===== src/rtl/coax_rx_frontend.sv =====
`timescale 1ns/1ps
// Receive-side conditioning for the coax line: pad synchroniser, consecutive-sample
// glitch filter, TX blanking with post-TX holdoff, loopback mux and line-activity detect.
module coax_rx_frontend #(
  parameter int SYNC_STAGES    = 2,
  parameter int FILTER_DEPTH   = 3,
  parameter int HOLDOFF_CLOCKS = 32,
  parameter int CLOCKS_PER_BIT = 16,
  parameter int IDLE_BITS      = 4
) (
  input  logic       clk,
  input  logic       reset_n,
  input  logic       rx_pin,
  input  logic       tx_active,
  input  logic       tx,
  input  logic       loopback,
  input  logic       clear_count,
  output logic       rx,
  output logic       line_active,
  output logic [7:0] glitch_count
);

  localparam int CNT_W    = $clog2(FILTER_DEPTH) + 1;
  localparam int HOLD_W   = (HOLDOFF_CLOCKS > 0) ? $clog2(HOLDOFF_CLOCKS + 1) : 1;
  localparam int IDLE_MAX = IDLE_BITS * CLOCKS_PER_BIT;
  localparam int IDLE_W   = $clog2(IDLE_MAX + 1);

  localparam logic [CNT_W-1:0]  CNT_LAST = CNT_W'(FILTER_DEPTH - 1);
  localparam logic [HOLD_W-1:0] HOLD_LD  = HOLD_W'(HOLDOFF_CLOCKS);
  localparam logic [IDLE_W-1:0] IDLE_LIM = IDLE_W'(IDLE_MAX);

  logic [SYNC_STAGES-1:0] sync_q, sync_d;
  logic                   txa_q;
  logic [HOLD_W-1:0]      hold_q, hold_d;
  logic                   filt_q, filt_d;
  logic [CNT_W-1:0]       cnt_q, cnt_d;
  logic                   rx_q, rx_d;
  logic [IDLE_W-1:0]      idle_q, idle_d;
  logic                   line_active_q, line_active_d;
  logic [7:0]             glitch_q, glitch_d;
  logic                   s;
  logic                   blank;
  logic                   glitch;

  assign s      = sync_q[SYNC_STAGES-1];
  assign sync_d = {sync_q[SYNC_STAGES-2:0], rx_pin};
  assign blank  = tx_active || (hold_q != '0);

  // Holdoff arms on the falling edge of tx_active and counts down to zero.
  always_comb begin
    hold_d = hold_q;
    if (txa_q && !tx_active) begin
      hold_d = HOLD_LD;
    end else if (hold_q != '0) begin
      hold_d = hold_q - 1'b1;
    end
  end

  // A level change is accepted only after FILTER_DEPTH consecutive disagreeing
  // samples; a disagreeing run that ends early is a rejected glitch.
  always_comb begin
    filt_d = filt_q;
    cnt_d  = cnt_q;
    glitch = 1'b0;
    if (blank && !loopback) begin
      filt_d = 1'b0;
      cnt_d  = '0;
    end else if (s != filt_q) begin
      if (cnt_q == CNT_LAST) begin
        filt_d = s;
        cnt_d  = '0;
      end else begin
        cnt_d = cnt_q + 1'b1;
      end
    end else if (cnt_q != '0) begin
      cnt_d  = '0;
      glitch = 1'b1;
    end
  end

  always_comb begin
    glitch_d = glitch_q;
    if (clear_count) begin
      glitch_d = '0;
    end else if (glitch && (glitch_q != 8'hFF)) begin
      glitch_d = glitch_q + 8'd1;
    end
  end

  always_comb begin
    rx_d = loopback ? tx : (blank ? 1'b0 : filt_q);
  end

  always_comb begin
    idle_d = idle_q;
    if (rx_d != rx_q) begin
      idle_d = '0;
    end else if (idle_q != IDLE_LIM) begin
      idle_d = idle_q + 1'b1;
    end
    line_active_d = (idle_d < IDLE_LIM);
  end

  always_ff @(posedge clk or negedge reset_n) begin
    if (!reset_n) begin
      sync_q        <= '0;
      txa_q         <= 1'b0;
      hold_q        <= '0;
      filt_q        <= 1'b0;
      cnt_q         <= '0;
      rx_q          <= 1'b0;
      idle_q        <= IDLE_LIM;
      line_active_q <= 1'b0;
      glitch_q      <= '0;
    end else begin
      sync_q        <= sync_d;
      txa_q         <= tx_active;
      hold_q        <= hold_d;
      filt_q        <= filt_d;
      cnt_q         <= cnt_d;
      rx_q          <= rx_d;
      idle_q        <= idle_d;
      line_active_q <= line_active_d;
      glitch_q      <= glitch_d;
    end
  end

  assign rx           = rx_q;
  assign line_active  = line_active_q;
  assign glitch_count = glitch_q;

endmodule


===== config.mk =====
export PLATFORM = sky130hd
export DESIGN_NAME = coax_rx_frontend
export DESIGN_NICKNAME = d
export VERILOG_FILES = /design/src/rtl/coax_rx_frontend.sv
export SDC_FILE = /design/constraint.sdc
export NUM_CORES = 1
export LEC_CHECK = 0
export ABC_AREA = 1
export BUFFER_PORTS_ARGS = -buffer_cell sky130_fd_sc_hd__buf_2
export CORE_AREA = 2 2 68 87
export DETAILED_ROUTE_END_ITERATION = 7
export DIE_AREA = 0 0 70 89
export GPL_ROUTABILITY_DRIVEN = 0
export PLACE_DENSITY = 0.51
export SYNTH_ARGS = -nofsm -noshare
export SYNTH_HDL_FRONTEND = slang
export SYNTH_SLANG_ARGS = --single-unit
export TNS_END_PERCENT = 20

===== constraint.sdc =====
create_clock -name clk -period 2.7 [get_ports clk]
set_input_delay 0.27 -clock clk [delete_from_list [all_inputs] [get_ports clk]]
set_output_delay 0.27 -clock clk [all_outputs]
set_load 0.01 [all_outputs]

==> results, run 1 <==
- The cell sitting at the root of the clock tree is a sky130_fd_sc_hd__clkbuf_8.
- Counting I/O delays and the setup requirement, the final critical path takes approximately 1500 ps.
- The clock passes through at most 2 buffers.
- The main combinational cell family by area after synthesis is simple AND/OR/NAND/NOR gates.
- The clock edge transition at the registers on the reported setup and hold paths is 70 ps.
- The per-instance average area after synthesis is 8.45 um^2.
- Of the cells placed in the final design, the portion with a size suffix greater than 1 is 16.7%.
- Across all register-to-register paths, the minimum setup slack is 1210 ps.
- Between clock sinks in the finished design, the worst skew comes to 9.35 ps.
- Detailed placement ended at an HPWL of around 2.1 mm.
- Summing all flip-flop and latch instances after layout gives 752 um^2.
- The clock buffer count from CTS is 5.
- The post-synth net total is 198.
- The deepest level of the CTS H-tree is 2.
- The flow ran to the end, and the final reports show no timing, DRC or antenna violations.
- Summing the areas of all xor and xnor instances in the mapped netlist gives 6.65% of the synthesized area.
- For this run, the post-layout net count is 220.
- The number of antenna diodes in the final layout is 0.
- The region available for standard cell placement spans 5330 um^2.
- The initial standard-cell utilization of the core is 29.6%.
- The kind of capture point of the worst setup path is a flop.
- The utilization after layout is 34.6%.
- The number of buffers and inverters on the critical path is 2.
- Summing the areas of all and, or, nand and nor instances in the mapped netlist gives 34.0% of the synthesized area.
- For the pin with the worst max-slew slack, the measured transition is 686 ps.
- The vertical die dimension is ~89 um.
- The residual overflow from global routing is 0.
- The number of post-CTS setup repair buffers is 0.
- At the worst endpoint, the required time is 2910 ps.
- The worst-case IR drop observed on VDD is 0.371 mV.
- After detailed routing, the average wire length per cell comes to 10.7 um.
- Input and output buffers added on the ports amount to 16.
- Summed over all failing endpoints, the final setup total negative slack is 0 ps.
- The count of distinct cell types in the synthesized netlist is 27.
- The synthesized netlist occupies a cell area of about 1600 um^2.
- The final hold violation count came to 0.
- Fill cells in the final layout number 582.
- The leakage power summed over all cells is 0.961 nW.
- The first global-routing pass estimated 5.25 mm of wire.
- The wire length reported by the detailed router is 2.94 mm.
- After Yosys synthesis, full adders, half adders and majority gates account for 3.17% of the synthesized area.
- STA classifies the critical path startpoint as a flop.
- The cell with the largest stage delay on the worst path is sky130_fd_sc_hd__dfrtp_1.
- In this run the remaining antenna-violating nets after routing total 0.
- The area growth from synthesis to final layout is 16.7%.
- The hold buffer count at CTS is 0.
- The multi-input gate area in the final layout is around 730 um^2.
- Walking the worst path, the cells encountered are inv_1 -> ha_1 -> inv_1 -> nor2_4 -> nand4_1 -> nand2_2 -> nand3_4 -> nand2_4 -> nand2_1 -> nand2_1.
- By area the synthesized netlist is led by sky130_fd_sc_hd__dfrtp_1, sky130_fd_sc_hd__nand2_1, sky130_fd_sc_hd__nor2_1.
- The pin count of the biggest net entering global routing is 31.
- In the synthesized netlist, the number of instances is roughly 190.
- The highest cell delay on the worst timing path is 400 ps.
- The relative max-transition margin is 54.3%.
- After layout, the design draws a total of 1.33 mW.
- The number of warnings printed during yosys synthesis is 0.
- The leading area contributor after synthesis is sky130_fd_sc_hd__dfrtp_1.
- The count of vias placed by the detailed router is between 1k and 1.5k.
- Setup violations remaining at the end of the flow were counted as 0.
- For this run, design rule violations remaining after detail routing come to 0.
- Global routing used 10.5% of the available tracks across all layers.
- The average via count per standard cell is 4.48.
- For this design the ratio of total power to cell area is 721 nW/um^2.
- The clock drives 30 sinks.
- The post-synthesis mux area share is 0%.
- The path type of the worst setup path is reg2reg.
- The path class of the tightest hold or removal check is in2async.
- Setup repair after global routing left no endpoint under its margin.
- In this run the core area contains 30 standard-cell rows.
- The die footprint is 6230 um^2.
- In this run, the number of DRC markers left after iteration 0 of detailed routing was 26.
- The CTS tree is yes.
- The final period utilization is roughly 55%.
- The via count of the first global-routing pass is between 1k and 1.5k.
- The number of ports placed on the die boundary is 17.
- The final max-slew violation count is 0.
- The clock latency on the worst-skew pair is 280 ps.
- Along the worst path, the maximum fanout reaches 9.
- The proportion of synthesized chip area in sequential cells is 47.6%.
- The die width is approximately 70 um.
- The number of gates resized after CTS was 0.
- The share of synthesized area in the top cell type comes to 45.9%.
- The max-capacitance violation count is 0.
- The number of antenna violations at the first check in global routing is 0.
- Summing the areas of all compound-gate instances in the mapped netlist gives 2.53% of the synthesized area.
- The iteration count of the initial detailed-routing pass is 4.
- The maximum clock frequency is 671 MHz.
- Counting flops and latches in the post-synthesis netlist gives 30.
- Grouping stages by cell kind, the critical path spends the most delay in simple AND/OR/NAND/NOR gates.
- For the worst setup path, the data arrival time is 1700 ps.
cell families (layout without fill, tap and decap cells):
| family | Yosys count | after routing |
|---|---|---|
| buf+inv | 25 | 48 |
| fa+ha+maj | 4 | 4 |
| xor+xnor | 12 | 12 |
| simple gates | 108 | 108 |
| compound gates | 8 | 8 |
| flops | 30 | 30 |
stage by stage:
| stage | std cells | cell area (um^2) | hold slack (ps) | worst slack (ps) |
|---|---|---|---|---|
| 5_1_grt | 274 | 1840 | 81.7 | 1030 |
| 3_5_place_dp | 266 | 1740 | 337 | 1220 |
| 2_1_floorplan | 187 | 1580 | -25.6 | 1360 |
| 3_3_place_gp | 266 | 1740 | 333 | 1240 |
| 4_1_cts | 274 | 1840 | 46.5 | 1200 |
| 6_report | 274 | 1840 | 24.6 | 1210 |
state kept, by name (all words and copies together), names as in the netlist, 2 cells and up:
name,count
glitch_count,8
idle_q,7
hold_q,6
cnt_q,3
sync_q,2
cell type report:
cell class              instances  share of cell area [%]
clock buffers                   5                    3.73
clock inverters                 3                    2.17
inverters                      24                    4.88
multi-input cells             132                    39.8
flip-flops and latches         30                    40.8
well taps                      64                    4.34
repair buffers                 16                    4.34
synthesized netlist by cell type:
library cell	count
sky130_fd_sc_hd__a21oi_1	3
sky130_fd_sc_hd__buf_2	1
sky130_fd_sc_hd__clkinv_1	1
sky130_fd_sc_hd__dfrtp_1	29
sky130_fd_sc_hd__dfstp_2	1
sky130_fd_sc_hd__ha_1	4
sky130_fd_sc_hd__inv_1	23
sky130_fd_sc_hd__nand2_1	41
sky130_fd_sc_hd__nand2_2	3
sky130_fd_sc_hd__nand2_4	1
sky130_fd_sc_hd__nand3_1	17
sky130_fd_sc_hd__nand3_4	1
sky130_fd_sc_hd__nand3b_1	1
sky130_fd_sc_hd__nand4_1	5
sky130_fd_sc_hd__nand4_4	1
sky130_fd_sc_hd__nor2_1	27
sky130_fd_sc_hd__nor2_4	1
sky130_fd_sc_hd__nor2_8	1
sky130_fd_sc_hd__nor3_1	3
sky130_fd_sc_hd__nor3_2	1
sky130_fd_sc_hd__nor3b_1	2
sky130_fd_sc_hd__o21ai_0	5
sky130_fd_sc_hd__or2_0	1
sky130_fd_sc_hd__or2_1	1
sky130_fd_sc_hd__or2_2	1
sky130_fd_sc_hd__xnor2_1	2
sky130_fd_sc_hd__xor2_1	10
worst paths after layout:
kind	start	end	cells after the start
setup / recovery	hold_q[0]	glitch_count[7]	10
hold / removal	reset_n	glitch_count[1]	1
setup reg to reg	hold_q[0]	glitch_count[7]	10
hold reg to reg	sync_q[0]	sync_q[1]	0
max in group asynchronous	reset_n	cnt_q[0]	1
min in group clk	rx_pin	sync_q[0]	1
layer usage:
layer,vias to the layer above,GRT usage (%),wire length [um]
li1,635,-,-
met1,566,11.6,1310
met2,20,18.5,1450
met3,7,2.71,103
met4,0,5.94,74
met5,-,0,0
report_power, final:
part           total, mW  switching [mW]  internal [mW]  leakage (nW)
Clock              0.448           0.176          0.271        0.0579
Combinational      0.292           0.170          0.121         0.519
Sequential         0.590          0.0704          0.519         0.384
Total               1.33           0.417          0.912         0.961
cell usage in the layout, fill, tap and decap left out, types with 3 or more instances in the layout:
cell                       instances
sky130_fd_sc_hd__a21oi_1           3
sky130_fd_sc_hd__nand2_1          41
sky130_fd_sc_hd__ha_1              4
sky130_fd_sc_hd__buf_2            16
sky130_fd_sc_hd__nor2_1           27
sky130_fd_sc_hd__clkbuf_8          5
sky130_fd_sc_hd__dfrtp_1          29
sky130_fd_sc_hd__nand3_1          17
sky130_fd_sc_hd__xor2_1           10
sky130_fd_sc_hd__inv_1            23
sky130_fd_sc_hd__nand2_2           3
sky130_fd_sc_hd__nand4_1           5
sky130_fd_sc_hd__nor3_1            3
sky130_fd_sc_hd__o21ai_0           5
No activity file was read; power rests on OpenSTA's default activity.
==> run 2, diff against run 1 <==
Clock period 2.7 ns to 1.4 ns, I/O delays scaled along.
==> run 2 against run 1 <==
Effect of this change:
- the run now ends with setup timing left
- sequential share of layout area decreased by 2.1 points
- sequential cell count unchanged
- die area unchanged
- cell count increased by 4.0%
- worst setup slack got worse by 1200 ps
- first-iteration DRC count increased by 69%
- combinational power increased by 130%
- sequential power increased by 90%
- total power increased by 90%
- via count increased by 3.8%
- clock-buffer cell count increased by 2
- largest cell class is now multi-input gates
==> results, run 2 (synthesis gave the netlist of run 1 again) <==
- The count of vias placed by the detailed router is 1275 (+3.8%).
- The number of buffers and inverters on the critical path is 2 (unchanged).
- The number of standard-cell rows in the floorplan was 30 (unchanged).
- The clock buffer count from CTS came to 5 (unchanged).
- The post-layout minimum cycle time was 1420 ps (-67.0 ps).
- The post-route cell area was 1950 um^2 (+5.6%).
- The final instance count without filler cells was 285 (+4.0%).
- The residual overflow from global routing is 0 (unchanged).
- The total design power is 2.52 mW (+90%).
- In this run the clock root is driven by a sky130_fd_sc_hd__clkbuf_8.
- The setup total negative slack came to -136 ps (-136 ps).
- The CTS tree is yes.
- The average via count per standard cell was 4.47 (-0.18%).
- The met1 usage is 12.3% (+0.70 points).
- The number of failing setup endpoints in the final timing report was 8 (+8).
- The number of DRC violations after detailed-routing iteration 0 is 44 (+69%).
- The final hold violation count is 0 (unchanged).
- The critical path is of the reg2reg type.
- The via count of the first global-routing pass is 1212 (-0.74%).
- The final period utilization is 102% (+46 points).
- The number of post-CTS setup repair buffers came to 0 (unchanged).
- The flip-flop count of the largest register, all copies and words added is 8 (unchanged).
- The number of nets in the layout is 231 (+5.0%).
- The number of antenna violations at the first check in global routing was 0 (unchanged).
- The core area came to 5330 um^2 (unchanged).
- The hold slack was 161 ps (+136 ps).
- The power density over cell area came to 1300 nW/um^2 (+80%).
- The number of fill cells in the layout was 569 (-2.2%).
- The start point of the critical path is hold_q[0].
- The launch instance of the worst register-to-register path is hold_q[0].
- The share of power burned in the clock network is 28.7% (-5.0 points).
- The path with the worst hold slack has its endpoint at rx.
- The kind of start point of the critical path is a flop.
- The vertical die dimension is 89 um (unchanged).
- The launch point of the worst hold path is tx.
- The relative max-transition margin is 72.9% (+19 points).
- The pin count of the biggest net entering global routing is 31 (unchanged).
- The power share of the combinational group is 27.1% (+5.1 points).
- Setup repair after global routing could not meet its margin everywhere.
- The initial standard-cell utilization of the core is 29.6% (unchanged).
- The deepest level of the CTS H-tree came to 2 (unchanged).
- The highest net fanout along the worst path is 9 (unchanged).
- The detailed placer's ending HPWL is 2.14 mm (-0.19%).
- The post-route DRC violation count came to 0 (unchanged).
- The internal power consumption was 1.71 mW (+87%).
- The clock sink count was 30 (unchanged).
- The die width is 70 um (unchanged).
- The remaining antenna violation count after routing is 0 (unchanged).
- The share of layout cells above drive strength 1 is 21.7% (+5.1 points).
- The maximum clock frequency is 703 MHz (+4.7%).
- The largest individual stage delay along the critical path comes from the cell sky130_fd_sc_hd__dfrtp_1.
- The run finished, with violations left.
- The number of cells traversed by the worst register-to-register path is 10 (unchanged).
- The wire length reported by the detailed router is 3.00 mm (+2.0%).
- The slew at the pin with the worst max-slew slack is 403 ps (-283 ps).
- The number of I/O port buffers is 16 (unchanged).
- The signal on the critical path passes through inv_1 -> ha_1 -> inv_1 -> nor2_4 -> nand4_1 -> nand2_2 -> nand3_4 -> nand2_4 -> nand2_1 -> nand2_1.
- The number of ports placed on the die boundary is 17 (unchanged).
- The checks that failed: setup timing.
- The utilization after layout is 36.5% (+1.9 points).
- The worst-case clock skew came to 10.1 ps (+0.714 ps).
- The tightest min-delay check is of the in2reg type.
- The worst register-to-register path ends at glitch_count[6].
- The first-pass GRT wire length is 5.38 mm (+2.4%).
- The total net switching power came to 0.815 mW (+95%).
- The worst hold path depth is 3.
- The iteration count of the initial detailed-routing pass is 4 (unchanged).
- The power share of the sequential group is 44.2% (-0.2 points).
- The number of buffers on the longest clock path came to 2 (unchanged).
- The met3 track demand over resource in global routing is 3.38% (+0.68 points).
- The pre-CTS setup slack is -24.9 ps (-1250 ps).
- The switching portion of total power is 32.3% (+0.93 points).
- The clock latency on the worst-skew pair is 280 ps (about the same).
- The routed wirelength normalized by instance count came to 10.5 um (-1.9%).
- The max-capacitance violation count is 0 (unchanged).
- The final max-slew violation count was 0 (unchanged).
- The number of antenna diodes is 0 (unchanged).
- The worst endpoint data arrival time came to 1650 ps (-50 ps).
- The path length in cells of the critical path is 10 (unchanged).
- The die footprint is 6230 um^2 (unchanged).
- The maximum VDD drop was 0.609 mV (+64%).
- The area growth from synthesis to final layout is 23.2%.
- The most common cell after layout, fill and taps aside is sky130_fd_sc_hd__nand2_1.
- The placed instance count came to 274 (+3.0%).
- The clock edge transition at the registers on the reported setup and hold paths came to 70 ps (about the same).
- The leakage power summed over all cells is 1.01 nW (+5.0%).
- The area after detailed placement is 1800 um^2 (+3.5%).
- In this design, the largest share of critical-path delay is due to simple AND/OR/NAND/NOR gates.
- The register-to-register path setup slack was -20 ps (-1230 ps).
- The met2 track demand over resource is 19.4% (+0.87 points).
- The data required time of the worst path is 1630 ps (-1280 ps).
- The least setup slack across all paths after layout is -22.6 ps (-1230 ps).
- The top cell types in the final layout, fill and taps aside, are sky130_fd_sc_hd__nand2_1, sky130_fd_sc_hd__dfrtp_1, sky130_fd_sc_hd__nor2_1, sky130_fd_sc_hd__inv_1.
- The global-route usage over all layers is 11.1% (+0.65 points).
- STA classifies the critical path endpoint as a flop.
- The highest cell delay on the worst timing path is 370 ps (-30 ps).
- In this run the most used layer during global routing was met2.
-- run 2: timing repair --
action,CTS,global route
endpoints found under the setup margin,10,22
gates resized for setup,1,7
hold endpoints to repair,31,0
hold buffers,3,0
pin swaps,0,0
-- run 2: final cells by class --
class                   count  area, um^2  share of cell area (%)
clock buffers               7        86.3                    4.43
well taps                  64        80.1                    4.11
clock inverters             1        5.00                   0.257
multi-input cells         132         763                    39.2
flip-flops and latches     30         752                    38.6
repair buffers             27         170                    8.74
inverters                  24        90.1                    4.63
-- run 2: worst max path at each step --
stage                       to  slack, ps
2_1_floorplan  glitch_count[0]         60
3_5_place_dp   glitch_count[0]        -20
3_3_place_gp   glitch_count[5]        -10
5_1_grt        glitch_count[5]       -180
6_report       glitch_count[6]        -20
4_1_cts        glitch_count[7]        -40
-- run 2: per-layer routing --
| metal | part of all wire (%) | wire length (um) | vias to the layer above |
|---|---|---|---|
| met3 | 4.1 | 123 | 6 |
| met4 | 2.6 | 79 | 0 |
| met2 | 50 | 1510 | 22 |
| met5 | 0 | 0 | - |
| met1 | 43 | 1280 | 588 |
| li1 | - | - | 659 |
-- run 2: power groups by stage --
stage / sequential [mW] / combinational [mW] / clock (mW)
2_1_floorplan: 1.13 / 0.444 / 0
3_3_place_gp: 1.13 / 0.664 / 0
3_5_place_dp: 1.13 / 0.673 / 0
4_1_cts: 1.12 / 0.686 / 0.753
5_1_grt: 1.14 / 0.791 / 0.784
6_report: 1.12 / 0.683 / 0.725
-- run 2: worst min-delay path: stages --
cell and delay, ps:
sky130_fd_sc_hd__buf_2 80, sky130_fd_sc_hd__nand2_1 90, sky130_fd_sc_hd__nand2_2 100
==> run 3, diff against run 2 <==
Settings changed: CELL_PAD_IN_SITES_DETAIL_PLACEMENT set to 0, CELL_PAD_IN_SITES_GLOBAL_PLACEMENT set to 1, PLACE_DENSITY 0.51 to 0.62.
==> run 3 against run 2 <==
Effect of this change:
- the flow still finishes with violations (setup timing)
- critical path depth unchanged
- hold slack improved by 5.0 ps
- clock power decreased by 1%
- critical path type unchanged
- global-route usage increased by 0.33 points
- wire length increased by 7.6%
- sequential power about the same
- cell area increased by 1.3%
- register-to-register slack got worse by 30 ps
- clock skew decreased by 7.6 ps
==> results, run 3 (synthesis gave the netlist of run 1 again) <==
- The worst register-to-register path ends at glitch_count[7].
- In this run the critical register-to-register path is launched from hold_q[0].
- The remaining antenna violation count after routing is 0 (unchanged).
- The library cell used most frequently in the layout, excluding fill and tap cells, is sky130_fd_sc_hd__nand2_1.
- The flip-flop count of the largest register, all copies and words added is 8 (unchanged).
- The worst endpoint data arrival time was 1670 ps (+20 ps).
- The core area came to 5330 um^2 (unchanged).
- The clock edge transition at the registers on the reported setup and hold paths came to 60 ps (about the same).
- The final instance count without filler cells is 288 (+1.1%).
- The leakage power summed over all cells is 1.02 nW (+0.99%).
- Relative to the synthesized area, the layout overhead comes to 24.9%.
- The post-route cell area is 1970 um^2 (+1.3%).
- The max-capacitance violation count is 0 (unchanged).
- The number of ports placed on the die boundary came to 17 (unchanged).
- The global-route usage over all layers came to 11.5% (+0.33 points).
- The die width is 70 um (unchanged).
- The count of vias placed by the detailed router is 1277 (+0.16%).
- The vertical die dimension is 89 um (unchanged).
- The worst setup path is launched from a flop.
- The final hold violation count is 0 (unchanged).
- The number of failing setup endpoints in the final timing report came to 8 (unchanged).
- The data required time of the worst path came to 1620 ps (about the same).
- The number of cells traversed by the worst register-to-register path was 10 (unchanged).
- The number of buffers on the longest clock path was 2 (unchanged).
- The area after detailed placement is 1820 um^2 (+1.1%).
- The worst-case clock skew is 2.48 ps (-7.58 ps).
- The pin count of the biggest net entering global routing is 17 (-45%).
- The critical path is of the reg2reg type.
- The highest net fanout along the worst path is 8 (-1).
- STA classifies the critical path endpoint as a flop.
- Tracing the worst setup path back leads to its startpoint at hold_q[0].
- The final max-slew violation count is 0 (unchanged).
- Leaving out fill and tap cells, the most frequent cells in the layout are sky130_fd_sc_hd__nand2_1, sky130_fd_sc_hd__dfrtp_1, sky130_fd_sc_hd__nor2_1, sky130_fd_sc_hd__inv_1, sky130_fd_sc_hd__nand3_1.
- The number of antenna diodes is 0 (unchanged).
- The routed wirelength normalized by instance count came to 11.2 um (+6.5%).
- The number of I/O port buffers is 16 (unchanged).
- The iteration count of the initial detailed-routing pass is 4 (unchanged).
- The tree is rooted in a sky130_fd_sc_hd__clkbuf_8.
- The number of nets in the layout is 234 (+1.3%).
- The post-layout minimum cycle time is 1450 ps (+30.8 ps).
- The number of standard-cell rows in the floorplan is 30 (unchanged).
- The clock buffer count from CTS is 5 (unchanged).
- The least setup slack across all paths after layout is -53.5 ps (-30.8 ps).
- The clock sink count came to 30 (unchanged).
- The wire length reported by the detailed router is 3.22 mm (+7.6%).
- The number of DRC violations after detailed-routing iteration 0 was 32 (-27%).
- The relative max-transition margin is 73.9% (+0.94 points).
- The share of layout cells above drive strength 1 is 22.3% (+0.60 points).
- TritonCTS built the clock tree.
- Setup repair after global routing could not meet its margin everywhere.
- The initial standard-cell utilization of the core came to 29.6% (unchanged).
- The final reports fail on setup timing.
- The post-route DRC violation count came to 0 (unchanged).
- The power density over cell area is 1290 nW/um^2 (about the same).
- The combined flip-flop and latch cell area is 752 um^2 (unchanged).
- The hold slack is 166 ps (+4.95 ps).
- The placed instance count is 275 (+0.36%).
- The average via count per standard cell was 4.43 (-0.89%).
- The number of fill cells in the layout was 571 (+0.35%).
- The detailed placer's ending HPWL is 2.30 mm (+7.3%).
- The capture point of the critical path is glitch_count[7].
- The residual overflow from global routing is 0 (unchanged).
- The first-pass GRT wire length was 5.59 mm (+4.0%).
- The maximum VDD drop is 0.589 mV (-3.3%).
- The clock latency on the worst-skew pair came to 280 ps (about the same).
- The tightest min-delay check is of the in2reg type.
- The register-to-register path setup slack is -50 ps (-30 ps).
- The final period utilization is 104% (+2.2 points).
- The flow ran to the end, but the final reports show violations.
- The via count of the first global-routing pass is 1218 (+0.50%).
- The die footprint is 6230 um^2 (unchanged).
- The utilization after layout came to 37.0% (+0.49 points).
- The maximum clock frequency is 688 MHz (-2.1%).
- The multi-input gate area in the final layout came to 763 um^2 (unchanged).
- The slew at the pin with the worst max-slew slack came to 389 ps (-14.0 ps).
- The deepest level of the CTS H-tree was 2 (unchanged).
- The number of antenna violations at the first check in global routing is 0 (unchanged).
run 3: cell count changes in the layout (fill, tap and decap cells not counted), sizes merged:
cell / before / now
buf: 24 / 26
clkbuf: 7 / 8
clkinv: 2 / 1
nand3: 18 / 19
run 3: worst min-delay path by stage:
stage	cells after the start	slack (ps)	to	startpoint
after floorplan	0	-160	cnt_q[0]	reset_n
after global placement	1	90	cnt_q[0]	reset_n
after detailed placement	1	100	cnt_q[0]	reset_n
after CTS	3	140	rx	tx
after global routing	3	180	rx	tx
final	3	170	rx	tx
run 3: area by class of cell:
cell class / instances / area share (%)
multi-input combinational: 133 / 38.7
sequential: 30 / 38.1
clock buffer: 8 / 4.57
tap: 64 / 4.06
inverter: 24 / 4.57
timing repair buffer: 29 / 10.0
run 3: through the flow:
stage,setup TNS [ps],power (mW),setup slack [ps]
detailed placement,-375,1.81,-59.6
floorplan,0,1.57,62.0
finish,-353,2.55,-53.5
global route,-1870,2.77,-192
global placement,0,1.81,3.72
CTS,-510,2.56,-74.9
run 3: worst max-delay path: stages, from the launching register on:
cell and delay (ps):
sky130_fd_sc_hd__dfrtp_1 370, sky130_fd_sc_hd__inv_1 60, sky130_fd_sc_hd__ha_2 170, sky130_fd_sc_hd__inv_2 40, sky130_fd_sc_hd__nor2_4 100, sky130_fd_sc_hd__nand4_1 110, sky130_fd_sc_hd__nand2_2 150, sky130_fd_sc_hd__nand3_4 120
sky130_fd_sc_hd__nand2_4 130, sky130_fd_sc_hd__nand2_1 70, sky130_fd_sc_hd__nand2_1 60
run 3: timing repair:
action | in CTS | in global routing
pin swaps | 0 | 3
setup endpoints to repair | 14 | 20
endpoints found under the hold margin | 16 | 0
hold buffers | 3 | 0
buffers inserted | 0 | 1
cloned | 0 | 1
gates resized for setup | 1 | 6
run 3: power breakdown:
group	internal, mW	switching (mW)
logic	0.337	0.382
registers	1.00	0.119
clock network	0.400	0.316
total	1.74	0.816
run 3: layer usage:
metal | global-route usage [%] | part of all wire, %
met4 | 4.72 | 1.9
met5 | 0 | 0
met1 | 14.4 | 47
met2 | 19.0 | 48
met3 | 3.04 | 3.2
